$ cat src/rtl/collision_score.sv
// Bird/pipe collision detection, game-state FSM and pass scoring for a flappy-style game.
// Define COLLISION_SCORE_HIGH_SCORE_EN to keep a high-score register across games.
module collision_score #(
  parameter int BIRD_W     = 20,
  parameter int BIRD_H     = 20,
  parameter int PIPE_W     = 60,
  parameter int GAP_H      = 150,
  parameter int SCREEN_H   = 480,
  parameter int HIT_FRAMES = 30,
  parameter int SCORE_MAX  = 999
) (
  input  logic        clk,
  input  logic        rst_n,
  input  logic        frame_tick,
  input  logic        start,
  input  logic [10:0] bird_x,
  input  logic [9:0]  bird_y,
  input  logic [10:0] pipe_x,
  input  logic [9:0]  pipe_y,
  output logic        pipe_init,
  output logic [1:0]  state,
  output logic        collision,
  output logic [9:0]  score,
  output logic [9:0]  high_score
);

  typedef enum logic [1:0] {
    S_IDLE = 2'd0,
    S_PLAY = 2'd1,
    S_HIT  = 2'd2,
    S_OVER = 2'd3
  } state_t;

  localparam int HCNT_W = $clog2(HIT_FRAMES + 1);

  state_t              r_state;
  state_t              w_next;
  logic                r_collision;
  logic [9:0]          r_score;
  logic [HCNT_W-1:0]   r_hit_cnt;
  logic                r_armed;
  logic                r_first_play;
  logic                r_start_seen;
  logic [10:0]         r_prev_px;

  // Geometry is widened by one bit so edge sums never wrap.
  logic [11:0] w_bird_r;
  logic [11:0] w_pipe_r;
  logic [10:0] w_bird_b;
  logic [10:0] w_gap_top;
  logic        w_ovl_x;
  logic        w_ovl_y;
  logic        w_floor;
  logic        w_hit;
  logic        w_passed;
  logic        w_wrap;
  logic        w_fire;

  assign w_bird_r  = {1'b0, bird_x} + 12'(BIRD_W);
  assign w_pipe_r  = {1'b0, pipe_x} + 12'(PIPE_W);
  assign w_bird_b  = {1'b0, bird_y} + 11'(BIRD_H);
  assign w_gap_top = {1'b0, pipe_y} - 11'(GAP_H);

  assign w_ovl_x = (w_bird_r > {1'b0, pipe_x}) && ({1'b0, bird_x} < w_pipe_r);
  assign w_ovl_y = (({1'b0, pipe_y} >= 11'(GAP_H)) && ({1'b0, bird_y} < w_gap_top)) ||
                   (w_bird_b > {1'b0, pipe_y});
  assign w_floor = (w_bird_b >= 11'(SCREEN_H));
  assign w_hit   = (w_ovl_x && w_ovl_y) || w_floor;

  assign w_passed = (w_pipe_r < {1'b0, bird_x});
  assign w_wrap   = (pipe_x > r_prev_px);
  assign w_fire   = r_armed && w_passed && !w_hit;

  always_comb begin
    w_next = r_state;
    case (r_state)
      S_IDLE: if (start) w_next = S_PLAY;
      S_PLAY: if (frame_tick && w_hit) w_next = S_HIT;
      S_HIT:  if (frame_tick && (r_hit_cnt == HCNT_W'(HIT_FRAMES - 1))) w_next = S_OVER;
      S_OVER: if (frame_tick && !start && r_start_seen) w_next = S_IDLE;
      default: w_next = S_IDLE;
    endcase
  end

  always_ff @(posedge clk or negedge rst_n) begin
    if (!rst_n) begin
      r_state      <= S_IDLE;
      r_collision  <= 1'b0;
      r_score      <= '0;
      r_hit_cnt    <= '0;
      r_armed      <= 1'b1;
      r_first_play <= 1'b0;
      r_start_seen <= 1'b0;
    end else begin
      r_state      <= w_next;
      r_first_play <= (r_state == S_IDLE) && (w_next == S_PLAY);
      case (r_state)
        S_IDLE: if (start) begin
          r_score     <= '0;
          r_armed     <= 1'b1;
          r_collision <= 1'b0;
          r_hit_cnt   <= '0;
        end
        S_PLAY: if (frame_tick) begin
          r_collision <= w_hit;
          if (w_fire && (r_score < 10'(SCORE_MAX))) r_score <= r_score + 10'd1;
          // A pipe that jumped right has wrapped and deserves a fresh pass.
          r_armed <= (r_armed && !w_fire) || !w_passed || w_wrap;
        end
        S_HIT: if (frame_tick) begin
          r_hit_cnt <= (w_next == S_OVER) ? '0 : r_hit_cnt + 1'b1;
        end
        S_OVER: begin
          if (start) r_start_seen <= 1'b1;
          if (w_next == S_IDLE) begin
            r_collision  <= 1'b0;
            r_start_seen <= 1'b0;
          end
        end
        default: ;
      endcase
    end
  end

  always_ff @(posedge clk) begin
    if (frame_tick) r_prev_px <= pipe_x;
  end

`ifdef COLLISION_SCORE_HIGH_SCORE_EN
  logic [9:0] r_high;
  always_ff @(posedge clk or negedge rst_n) begin
    if (!rst_n) begin
      r_high <= '0;
    end else if ((r_state == S_HIT) && (w_next == S_OVER) && (r_score > r_high)) begin
      r_high <= r_score;
    end
  end
  assign high_score = r_high;
`else
  assign high_score = '0;
`endif

  assign pipe_init = (r_state == S_IDLE) || (r_state == S_OVER) || r_first_play;
  assign state     = r_state;
  assign collision = r_collision;
  assign score     = r_score;

endmodule

$ cat config.mk
export PLATFORM = sky130hd
export DESIGN_NAME = collision_score
export DESIGN_NICKNAME = d
export VERILOG_FILES = /design/src/rtl/collision_score.sv
export SDC_FILE = /design/constraint.sdc
export NUM_CORES = 1
export LEC_CHECK = 0
export CAP_MARGIN = 40
export CORE_MARGIN = 2
export CORE_UTILIZATION = 54
export CTS_CLUSTER_DIAMETER = 80
export DETAILED_ROUTE_END_ITERATION = 8
export PLACE_DENSITY = 0.81
export SLEW_MARGIN = 20
export SYNTH_ARGS = -nofsm -noshare
export SYNTH_HDL_FRONTEND = slang
export SYNTH_SLANG_ARGS = --single-unit
export TNS_END_PERCENT = 10
$ cat constraint.sdc
create_clock -name clk -period 2.9 [get_ports clk]
set_input_delay 0.29 -clock clk [delete_from_list [all_inputs] [get_ports clk]]
set_output_delay 0.29 -clock clk [all_outputs]
set_load 0.03 [all_outputs]
==> impl_metrics.ini <==
[logic_synthesis]
synth_adder_area_share_pct = 21.4
avgSynthCellArea_sq_um = 8.64
yosys.area_share.simple_pct = 17.3
yosysSeqAreaShare_pct = 23.3
ys_types = 61
yosys_warnings = 0
synth_compound_area_share_pct = 21.1
ys_seq_elements = 32
synth_top_family_by_area = adder cells
synth_area_leaders = ha_1, dfrtp_1, edfxtp_1, inv_1, xnor2_1
synth_xor_area_share_pct = 7.62
synth_top_cell_area_share_pct = 21.4
netlist_area_sq_mm = 0.00368
async_flop_share_pct = 65.6
synth-edff-count = 11
yosysTopAreaCell = ha_1
muxShareOfSynthArea_pct = 0.544
syn_inst = 426
yosys_most_used_dff = dfrtp_1

[run]
maxCapViolCount = 0

[floorplan]
chipHeight_um = 86.5
io_pins = 70
row_count = 30
die-area_sq_mm = 0.00749
die_x_um = 86.5
start_util_pct = 55.1
core_region_area_sq_mm = 0.00668

[clock_network]
hold_buffers = 0
cts_tree = built
htree_levels = 2
cts.sinks = 32
root_buffer = clkbuf_8
worstSkewPairLatency_ns = 0.29
cts.path.max_buffers = 2
path_clk_slew_ns = 0.06
cts-buffers-inserted = 5

[setup_path]
cp_data_required_time_ns = 3.08
crit_type = in2reg
crit_family = compound AO/OA/AOI/OAI gates
crit_path_start_kind = input port
cp_cell_sequence = dlygate4sd2_1, a21oi_2, buf_4, o21ai_1, xnor2_1, ha_1, nand4_1, a21oi_2, nor2_1, o41ai_2, buf_4, a221oi_4, buf_6, o31ai_4, o21bai_1, a21o_1
slowest_delay_ns = 0.38
critPathBufInv = 4
cp_max_fo = 6
crit_slowest_cell = o41ai_2
cp_data_arrival_time_ns = 3.21
end_kind = flop

[final_layout]
fillCellCount = 420
area_growth_pct = 44.8
antenna_cells = 0
finalNonFillerCells = 661
regArea_sq_um = 857
multi_input_area_sq_mm = 0.00277
nets = 689
final_core_util_pct = 79.7
drive_above_1_share_pct = 27.5

[drt]
vias = 3867
wl_per_cell_um = 16.6
wl_um = 11000
drt_pass1_iterations = 4
postRouteAntennaNets = 0
drt_iter0_drc = 119
post-route-drc-count = 0
vias_per_cell = 5.85

[power_and_ir_drop]
power_switching_mw = 1.04
power.share.clock_pct = 15.1
swShare_pct = 43.1
powerDensity_mw_per_mm2 = 451
p_int_mw = 1.36
p_seq_share_pct = 25.0
leakage_nw = 2.61
ir_drop_v = 0.000346
pwr-share-comb_pct = 59.8

[timing]
worst_pin_slew_ns = 0.517
timing.final.crit_period_ns = 3.03
timing.hold.ws_ns = 0.285
worst_slack_ns = -0.129
fin_worst_skew_ns = 0.00340
max_freq_mhz = 330
tns_ns = -0.453
slew_headroom_pct = 65.5
drv_slew = 0
finalSetupViolCount = 6
hold_viol_final = 0
rsz0062_at_grt = true
period_share_pct = 104

[placed_design]
place_inst = 645
detailed_place_hpwl_um = 8060
gp_congestion = 1.05
port_buffers = 59

[global_routing]
grt_start_max_net_pins = 14
antenna_found_initial = 0
grt_overflow = 0
grt_usage_pct = 29.1
grt_pass1_wl_um = 17400
grt_pass1_vias = 3948

[worst_hold_path]
hp-class = in2reg

[status]
outcome = finished with violations
violations = setup timing
-- cell usage after synthesis, types with 2 or more instances --
master / number
o41ai_1: 2
nor3_1: 9
o21ai_0: 14
nor4_1: 2
edfxtp_1: 11
a21oi_1: 30
nor2b_1: 3
o21bai_1: 2
or3b_1: 2
dfrtp_1: 20
clkbuf_1: 3
a211o_1: 4
o2111ai_1: 2
and3_1: 8
buf_4: 11
nand4_1: 15
xnor2_1: 25
nand2b_1: 4
o21a_1: 5
a22o_1: 2
a221oi_2: 2
a21boi_0: 4
nand3_1: 15
nand2_1: 26
a211oi_1: 2
ha_1: 63
o211ai_1: 5
xor2_1: 7
inv_1: 59
and2_1: 3
a21o_1: 11
mux2i_1: 2
nor2_1: 20
or3_1: 6
-- stage by stage --
stage | setup slack, ns | total power, mW | instance area (sq um)
after floorplan | 0.000414 | 1.40 | 3740
after global placement | -0.644 | 1.84 | 4970
after detailed placement | -0.743 | 1.90 | 4980
after CTS | 0.000129 | 2.33 | 5240
after global routing | -0.194 | 2.52 | 5330
final | -0.129 | 2.40 | 5330
-- cell usage in the layout (no fill, tap or decap), drive strengths merged, types with 5 or more instances in the layout --
cell type	instances
a21o	11
clkbuf	9
xor2	7
nor3	10
edfxtp	11
nor2	20
nand4	15
and3	8
buf	99
o21a	5
nand2	26
or3	6
a21oi	30
xnor2	25
inv	59
conb	10
ha	63
dlygate4sd2	18
dfrtp	20
clkdlybuf4s50	33
o21ai	15
o211ai	5
nand3	15
-- timing repair --
item	CTS	global route
resized for setup	87	18
setup endpoints to repair	20	12
pin swaps	41	28
setup buffers	5	3
gates cloned	0	0
-- flip-flops by register name, indices dropped and copies added, names as in the netlist --
signal and cells:
score 10, r_hit_cnt 5, collision 1, state 2, r_start_seen 1, r_armed 1, r_prev_px 11, r_first_play 1
-- power by group through the flow --
stage	combinational, mW	sequential (mW)	clock, mW
after floorplan	0.752	0.651	0
final	1.44	0.601	0.364
after global routing	1.53	0.609	0.380
after detailed placement	1.29	0.606	0
after global placement	1.24	0.604	0
after CTS	1.37	0.598	0.365
-- worst paths after layout --
check / startpoint / endpoint / slack [ns] / cells past startpoint
worst max-delay path: pipe_y[1] / r_hit_cnt[2] / -0.13 / 16
worst min-delay path: pipe_x[3] / r_prev_px[3] / 0.28 / 2
worst max register to register: state[1] / r_hit_cnt[2] / 0.15 / 10
worst min register to register: r_start_seen / r_start_seen / 0.52 / 2
max in group asynchronous: rst_n / r_hit_cnt[3] / 2.14 / 2
min in group asynchronous: rst_n / score[9] / 0.31 / 1
-- kinds of logic (layout without fill, tap and decap cells) --
group	Yosys count	in the layout
simple gates	119	119
compound gates	104	104
buf+inv	73	219
fa+ha+maj	63	63
xor+xnor	32	32
flops	32	32
mux	2	2
other cells	1	10
-- layout make-up --
| class | instances | area share, % |
|---|---|---|
| sequential | 32 | 16.1 |
| inverter | 59 | 4.16 |
| multi-input combinational | 330 | 52.0 |
| clock buffer | 8 | 1.69 |
| timing repair buffer | 152 | 24.2 |
| tap | 80 | 1.88 |
-- metal layers --
metal / share of wire, % / global-route usage (%) / up-vias / wire length (um)
met5: 0 / 0 / - / 0
met4: 3.4 / 11.1 / 0 / 372
met3: 4.8 / 5.24 / 47 / 528
met2: 52 / 53.5 / 138 / 5720
met1: 40 / 33.2 / 1855 / 4360
li1: - / - / 1827 / -
-- worst reg2reg max path: stages, from the launching register on --
cell      delay, ns
dfrtp_1        0.53
inv_1          0.16
ha_1           0.28
inv_1          0.23
nor3_1         0.07
a311o_1        0.35
a21boi_0       0.16
a31o_2         0.27
o31ai_4        0.32
o21bai_1       0.12
a21o_1         0.16
(Power assumes the default switching activity.)
